## src/rtl/data_memory_dump_reader.sv

```systemverilog
// Read-side dump engine for DataMemory: after processDone it sweeps an address window
// through the memory read port and streams each (address, word) pair on a valid/ready port.
module data_memory_dump_reader #(
    parameter int WIDTH      = 36,
    parameter int DEPTH      = 2048,
    parameter int ADDR_WIDTH = $clog2(DEPTH),
    parameter int START_ADDR = 0,
    parameter int WORD_COUNT = DEPTH
) (
    input  logic                  clock,
    input  logic                  resetN,
    input  logic                  start,
    output logic                  memReq,
    output logic                  memWriteEn,
    output logic [ADDR_WIDTH-1:0] memAddress,
    input  logic [WIDTH-1:0]      memDataOut,
    output logic [WIDTH-1:0]      outData,
    output logic [ADDR_WIDTH-1:0] outAddr,
    output logic                  outValid,
    input  logic                  outReady,
    output logic                  busy,
    output logic                  done
);

    generate
        if (WORD_COUNT < 1 || WORD_COUNT > DEPTH) begin : g_bad_word_count
            $error("data_memory_dump_reader: WORD_COUNT must lie in 1..DEPTH");
        end
        if (START_ADDR < 0 || START_ADDR >= DEPTH) begin : g_bad_start_addr
            $error("data_memory_dump_reader: START_ADDR must lie in 0..DEPTH-1");
        end
    endgenerate

    typedef enum logic [2:0] {
        ST_IDLE = 3'd0,
        ST_READ = 3'd1,
        ST_WAIT = 3'd2,
        ST_SEND = 3'd3,
        ST_DONE = 3'd4
    } state_t;

    localparam logic [ADDR_WIDTH-1:0] FIRST_ADDR = ADDR_WIDTH'(START_ADDR);
    localparam logic [ADDR_WIDTH-1:0] LAST_COUNT = ADDR_WIDTH'(WORD_COUNT - 1);
    localparam logic [ADDR_WIDTH-1:0] TOP_ADDR   = ADDR_WIDTH'(DEPTH - 1);
    localparam logic [ADDR_WIDTH-1:0] ADDR_ZERO  = {ADDR_WIDTH{1'b0}};
    localparam logic [ADDR_WIDTH-1:0] ADDR_ONE   = {{(ADDR_WIDTH-1){1'b0}}, 1'b1};

    state_t                state_r, state_next_s;
    logic [ADDR_WIDTH-1:0] addr_r, addr_next_s;
    logic [ADDR_WIDTH-1:0] count_r, count_next_s;
    logic [WIDTH-1:0]      out_data_r, out_data_next_s;
    logic [ADDR_WIDTH-1:0] out_addr_r, out_addr_next_s;
    logic                  out_valid_r, out_valid_next_s;
    logic                  mem_req_r, mem_req_next_s;
    logic [ADDR_WIDTH-1:0] mem_address_r, mem_address_next_s;
    logic                  busy_r, busy_next_s;
    logic                  done_r, done_next_s;

    // Next-state and datapath update; the sweep ends on the word count, never on the address
    always_comb begin
        state_next_s     = state_r;
        addr_next_s      = addr_r;
        count_next_s     = count_r;
        out_data_next_s  = out_data_r;
        out_addr_next_s  = out_addr_r;
        out_valid_next_s = out_valid_r;
        case (state_r)
            ST_IDLE: begin
                if (start) begin
                    addr_next_s  = FIRST_ADDR;
                    count_next_s = ADDR_ZERO;
                    state_next_s = ST_READ;
                end else begin
                    state_next_s = ST_IDLE;
                end
            end
            ST_READ: begin
                state_next_s = ST_WAIT;
            end
            ST_WAIT: begin
                out_data_next_s  = memDataOut;
                out_addr_next_s  = addr_r;
                out_valid_next_s = 1'b1;
                state_next_s     = ST_SEND;
            end
            ST_SEND: begin
                if (out_valid_r && outReady) begin
                    out_valid_next_s = 1'b0;
                    if (count_r == LAST_COUNT) begin
                        state_next_s = ST_DONE;
                    end else begin
                        addr_next_s  = (addr_r == TOP_ADDR) ? ADDR_ZERO : addr_r + ADDR_ONE;
                        count_next_s = count_r + ADDR_ONE;
                        state_next_s = ST_READ;
                    end
                end else begin
                    state_next_s = ST_SEND;
                end
            end
            ST_DONE: begin
                state_next_s = ST_IDLE;
            end
            default: begin
                state_next_s     = ST_IDLE;
                out_valid_next_s = 1'b0;
            end
        endcase
    end

    // Port-side outputs are decoded from the next state so they can be registered
    always_comb begin
        mem_req_next_s     = (state_next_s == ST_READ) || (state_next_s == ST_WAIT);
        mem_address_next_s = mem_req_next_s ? addr_next_s : ADDR_ZERO;
        busy_next_s        = (state_next_s != ST_IDLE);
        done_next_s        = (state_next_s == ST_DONE);
    end

    // State and output registers with synchronous active-low reset
    always_ff @(posedge clock) begin
        if (!resetN) begin
            state_r       <= ST_IDLE;
            addr_r        <= ADDR_ZERO;
            count_r       <= ADDR_ZERO;
            out_data_r    <= {WIDTH{1'b0}};
            out_addr_r    <= ADDR_ZERO;
            out_valid_r   <= 1'b0;
            mem_req_r     <= 1'b0;
            mem_address_r <= ADDR_ZERO;
            busy_r        <= 1'b0;
            done_r        <= 1'b0;
        end else begin
            state_r       <= state_next_s;
            addr_r        <= addr_next_s;
            count_r       <= count_next_s;
            out_data_r    <= out_data_next_s;
            out_addr_r    <= out_addr_next_s;
            out_valid_r   <= out_valid_next_s;
            mem_req_r     <= mem_req_next_s;
            mem_address_r <= mem_address_next_s;
            busy_r        <= busy_next_s;
            done_r        <= done_next_s;
        end
    end

    assign memWriteEn = 1'b0;
    assign memReq     = mem_req_r;
    assign memAddress = mem_address_r;
    assign outData    = out_data_r;
    assign outAddr    = out_addr_r;
    assign outValid   = out_valid_r;
    assign busy       = busy_r;
    assign done       = done_r;

endmodule

```

## config.mk

```make
export PLATFORM = sky130hd
export DESIGN_NAME = data_memory_dump_reader
export DESIGN_NICKNAME = d
export VERILOG_FILES = /design/src/rtl/data_memory_dump_reader.sv
export SDC_FILE = /design/constraint.sdc
export NUM_CORES = 1
export LEC_CHECK = 0
export CORE_MARGIN = 5
export CORE_UTILIZATION = 42
export DETAILED_ROUTE_END_ITERATION = 16
export HOLD_SLACK_MARGIN = 0.12
export PLACE_DENSITY = 0.76
export SYNTH_ARGS = -nofsm -noshare
export SYNTH_HDL_FRONTEND = slang
export SYNTH_SLANG_ARGS = --single-unit
```

## constraint.sdc

```tcl
create_clock -name clock -period 1.8 [get_ports clock]
set_clock_uncertainty 0.05 [all_clocks]
set_input_delay 0.36 -clock clock [delete_from_list [all_inputs] [get_ports clock]]
set_output_delay 0.36 -clock clock [all_outputs]
set_load 0.03 [all_outputs]
```

==> results of run 1 <==
layout make-up:
cell class	instances	area, sq um	area share (%)
well taps	102	128	2.43
repair buffers	161	1480	28.2
multi-input cells	284	1680	32.0
clock inverters	7	77.6	1.48
clock buffers	9	124	2.36
flip-flops and latches	87	1750	33.2
inverters	5	18.8	0.357
synth_stat cells (all sizes together) (4+ instances only):
| cell | number |
|---|---|
| nand2 | 109 |
| dfxtp | 87 |
| a21oi | 60 |
| nor2 | 20 |
| clkbuf | 16 |
| buf | 10 |
| nor3 | 9 |
| and2 | 7 |
| nand3 | 7 |
| inv | 5 |
| nand4 | 5 |
| and4 | 4 |
worst max-delay path by stage:
stage | from | to | slack [ps] | cells past startpoint
4_1_cts | count_r[1] | memAddress[9] | -90 | 6
5_1_grt | outReady | count_r[5] | -170 | 6
6_report | count_r[1] | memAddress[6] | -100 | 6
3_5_place_dp | outReady | memAddress[9] | -490 | 6
3_3_place_gp | outReady | memAddress[9] | -480 | 6
2_1_floorplan | count_r[0] | count_r[5] | -120 | 8
power by group:
group,leakage [uW],switching [uW],internal (uW)
Combinational,0.00166,478,334
Clock,0.000106,735,659
Sequential,0.000707,39.5,2000
Total,0.00247,1250,2990
flip-flops by register name, indices dropped and copies added (netlist names):
signal,count
count_r,11
done,1
outValid,1
outData,36
memReq,1
busy,1
memAddress,11
outAddr,11
addr_r,11
state_r,3
routing by layer:
| layer | wire [microns] | vias up | track usage [%] |
|---|---|---|---|
| li1 | - | 1693 | - |
| met4 | 116 | 0 | 6.62 |
| met3 | 741 | 14 | 5.42 |
| met2 | 4870 | 105 | 32.7 |
| met5 | 0 | - | 0 |
| met1 | 4030 | 1571 | 21.6 |
per-stage QoR:
stage          hold slack [ps]  util [%]  power, uW
3_5_place_dp               396      62.4       2870
3_3_place_gp               391      62.4       2850
5_1_grt                    427      67.3       4450
4_1_cts                    408      65.4       4240
2_1_floorplan              391         -       2530
6_report                   404      67.3       4240
worst reg2reg max path, cell delays in order, from the launching register on:
cell	delay, ps
dfxtp_2	360
ha_4	130
and2_4	170
a41oi_4	160
or3_4	390
a211o_4	400
and2b_1	220
cell families after synthesis:
logic type      synth area share, %
other cells                   0.110
fa+ha+maj                     0.736
flops                          51.2
buf+inv                        4.45
simple gates                   24.2
mux                           0.589
compound gates                 17.9
xor+xnor                      0.773
timing repair:
| item | in CTS | in global routing |
|---|---|---|
| cloned | 1 | 1 |
| setup buffers | 2 | 0 |
| endpoints found under the setup margin | 55 | 51 |
| resized for setup | 44 | 40 |
| pin swaps | 5 | 9 |
==> out/results.ini, run 1 <==
[synth]
synth_top_area_share_pct=51.2
synth_edf_count=0
syn_inst=400
synth-seq-cells=87
synth_area_leaders=dfxtp_1 51%, nand2_1 12%, a21oi_1 8.7%, nor2_1 2.2%, clkbuf_1 1.8%
async_reset_ff_share_pct=0
ys_seq_area_share_pct=51.2
synth_area_leader_cell=dfxtp_1
synth.cell_area_sq_um=3400
yosysUniqueCellTypes=54
syn_area_per_cell_sq_um=8.50
synth_nets=442
yosysWarnings=0
yosys_most_used_dff=dfxtp_1

[clocking]
hold_buffers=0
cts_made_buffers=9
clk_pin_slew_ps=90
cts_tree=done
insertion_delay_ps=360
clk_path_buf_depth=2
cts_root_buffer=clkbuf_8
cts.sinks=87
htreeDepth=3

[worst_setup_path]
crit_path_end_kind=register
crit_chain=ha_4, and2_4, a41oi_4, or3_4, a211o_4, and2b_1
crit_type=register to register
cp.required_ps=2050
crit_family=simple AND/OR/NAND/NOR gates
crit_buf_inv=0
cp.arrival_ps=2150
r2r_cells=6
critical-path-max-stage-delay_ps=400
regToRegStartpoint=count_r[1]
path_max_fanout=6
cp-start-kind=register
r2r-end=memAddress[6]
crit_slowest_cell=a211o_4
reg2reg_slack_ps=-100

[sta]
setup_viol=20
rsz0062_at_grt=yes
finalWorstSetupSlack_ps=-105
slew_violations=0
fmax_ghz=0.525
min_period_ps=1900
fin_crit_sh_pct=106
tns_ps=-889
hold_viol_final=0

[die]
die_h_microns=100
ios=103
die_x_microns=100
rows=32
die-area_sq_um=9990
initial_core_util_pct=43.5
core_area_sq_um=7810

[routing]
avgRoutedWirePerCell_microns=14.9
first_iter_violations=143
postRouteAntennaNets=0
dr_total_vias=3383
finalWirelength_microns=9760
drtPass1Iterations=4
route.detailed.drc=0
via_per_inst=5.16

[worst_hold_path]
whs_path_depth=2
hp-class=register to register
min_to=outData[15]
hp-start=outData[15]

[run_status]
status=finished, violations left
violations=setup timing

[global_route]
grt_max_degree=29
globalRouteTotalUtil_pct=18.7
antenna_found_initial=0
grt_pass1_wl_microns=15300
grt_pass1_vias=3259
grt_overflow=0

[final_layout]
area_growth_pct=54.5
layout_common_cells=107 x nand2_1, 83 x dfxtp_1, 59 x buf_4
instances_no_fill=655
fin_area_sq_um=5250
fill_cells=630
n_antenna_cell=0
finalNetCount=590
final_common_cell=nand2_1
drive_above_1_share_pct=21.2

[place]
dp.cells=635
place_congestion=0.848
pre_cts_ws_ps=-485
place_area_sq_um=4870
dp_hpwl_microns=6780
io_buffers=101

[power_and_ir_drop]
p_per_area_nw_per_um2=807
ir_drop_v=0.000532
p_leak_uw=0.00247

[flow_run]
cap_viol_max_count=0

(Power assumes the default switching activity.)
==> run 2, diff against run 1 <==
CTS_CLUSTER_SIZE = 25   (was not set)
PLACE_DENSITY = 0.85   (was 0.76)
SLEW_MARGIN = 20   (was not set)
==> out/results.ini, run 2 (same netlist as run 1, synthesis figures left out) <==
[run_status]
status=finished, violations left
violations=setup timing

[worst_hold_path]
hp-start=outData[27]
hp-class=register to register
min_to=outData[27]
whs_path_depth=2

[final_layout]
final_common_cell=nand2_1
instances_no_fill=664
fill_cells=579
largest_reg_flops=36
finalNetCount=599
layout_common_cells=108 x nand2_1, 81 x dfxtp_1, 63 x buf_4
area_growth_pct=62.2
drive_above_1_share_pct=23.4

[routing]
route.detailed.drc=0
finalWirelength_microns=11200
via_per_inst=5.49
drtPass1Iterations=5
first_iter_violations=241
postRouteAntennaNets=0
dr_total_vias=3644
avgRoutedWirePerCell_microns=16.9

[clocking]
cts_root_buffer=clkbuf_8
htreeDepth=3
insertion_delay_ps=360
hold_buffers=0
cts_tree=done
cts_made_buffers=9
cts.sinks=87
clk_pin_slew_ps=90
clk_path_buf_depth=2

[die]
initial_core_util_pct=43.5
ios=103
die_x_microns=100
die_h_microns=100
rows=32
core_area_sq_um=7810
die-area_sq_um=9990

[power_and_ir_drop]
p_per_area_nw_per_um2=786
power.switching_uw=1230
p_leak_uw=0.00280
swShare_pct=28.3
pwr-share-clk_pct=31.8
power_frac_comb_pct=21.1
ir_drop_v=0.000653
pwr-share-seq_pct=47.1
p_int_uw=3110

[worst_setup_path]
cp-start-kind=register
path_max_fanout=7
crit_path_end_kind=register
cp.required_ps=2060
r2r_cells=8
r2r-end=memAddress[10]
reg2reg_slack_ps=-130
regToRegStartpoint=count_r[1]
crit_type=register to register
cp.arrival_ps=2190

[global_route]
grt_overflow=0
grt_max_degree=48
antenna_found_initial=0
grt_pass1_vias=3616
globalRouteTotalUtil_pct=20.6
grt_pass1_wl_microns=16600

[place]
dp.cells=630
io_buffers=101
place_congestion=0.852
dp_hpwl_microns=6900

[sta]
fmax_ghz=0.518
timing.hold.ws_ps=404
rsz0062_at_grt=yes
hold_viol_final=0
min_period_ps=1930
fin_crit_sh_pct=107
setup_viol=23
finalWorstSetupSlack_ps=-129
slew_violations=0

[flow_run]
cap_viol_max_count=0

[run 2: layer usage]
layer / track usage (%) / up-vias / share of wire, %
li1: - / 1699 / -
met1: 22.6 / 1729 / 36
met2: 36.3 / 163 / 51
met3: 6.95 / 53 / 8.8
met4: 8.40 / 0 / 3.8
met5: 0 / - / 0
[run 2: critical path: stages (launching register included)]
cell     delay, ps
dfxtp_2        340
ha_4           160
and2_4         150
buf_4          140
a41o_4         280
buf_4          160
nor4_1         350
o22ai_1        140
nor2_1         110
[run 2: power groups by stage]
stage	registers, uW	logic, uW	clock network, uW
after floorplan	2210	321	0
after CTS	2040	864	1390
after detailed placement	2090	797	0
after global routing	2050	972	1480
final	2040	913	1380
after global placement	2080	781	0
[run 2: final cells by class]
cell class                 instances  area [sq um]  share of cell area [%]
multi-input combinational        283          1730                    31.4
inverter                           5          18.8                   0.340
antenna                            1          2.50                  0.0454
clock inverter                     3          42.5                   0.771
tap                              102           128                    2.31
timing repair buffer             171          1680                    30.5
sequential                        87          1750                    31.8
clock buffer                      12           155                    2.81
[run 2: what timing repair did]
| item | 4_1_cts | 5_1_grt |
|---|---|---|
| setup endpoints to repair | 40 | 75 |
| gates resized for setup | 39 | 62 |
| pin swaps | 9 | 11 |
| buffers inserted | 8 | 9 |
| gates cloned | 1 | 0 |
[run 2: stage by stage]
step / utilization (%) / area (sq um) / TNS [ps] / worst slack [ps] / total power, uW
after floorplan: - / 3440 / -771 / -116 / 2530
after global placement: 62.4 / 4870 / -11770 / -518 / 2860
after detailed placement: 62.4 / 4870 / -12880 / -544 / 2880
after CTS: 66.8 / 5210 / -623 / -94.6 / 4300
after global routing: 70.6 / 5510 / -2890 / -181 / 4500
final: 70.6 / 5510 / -1510 / -129 / 4330
[run 2: how the worst max path moves through the flow]
stage,start,to,slack (ps)
after floorplan,count_r[0],count_r[5],-120
after global placement,outReady,memAddress[9],-520
after detailed placement,outReady,memAddress[9],-540
after CTS,count_r[1],memAddress[9],-90
after global routing,addr_r[0],addr_r[3],-180
final,count_r[1],memAddress[10],-130
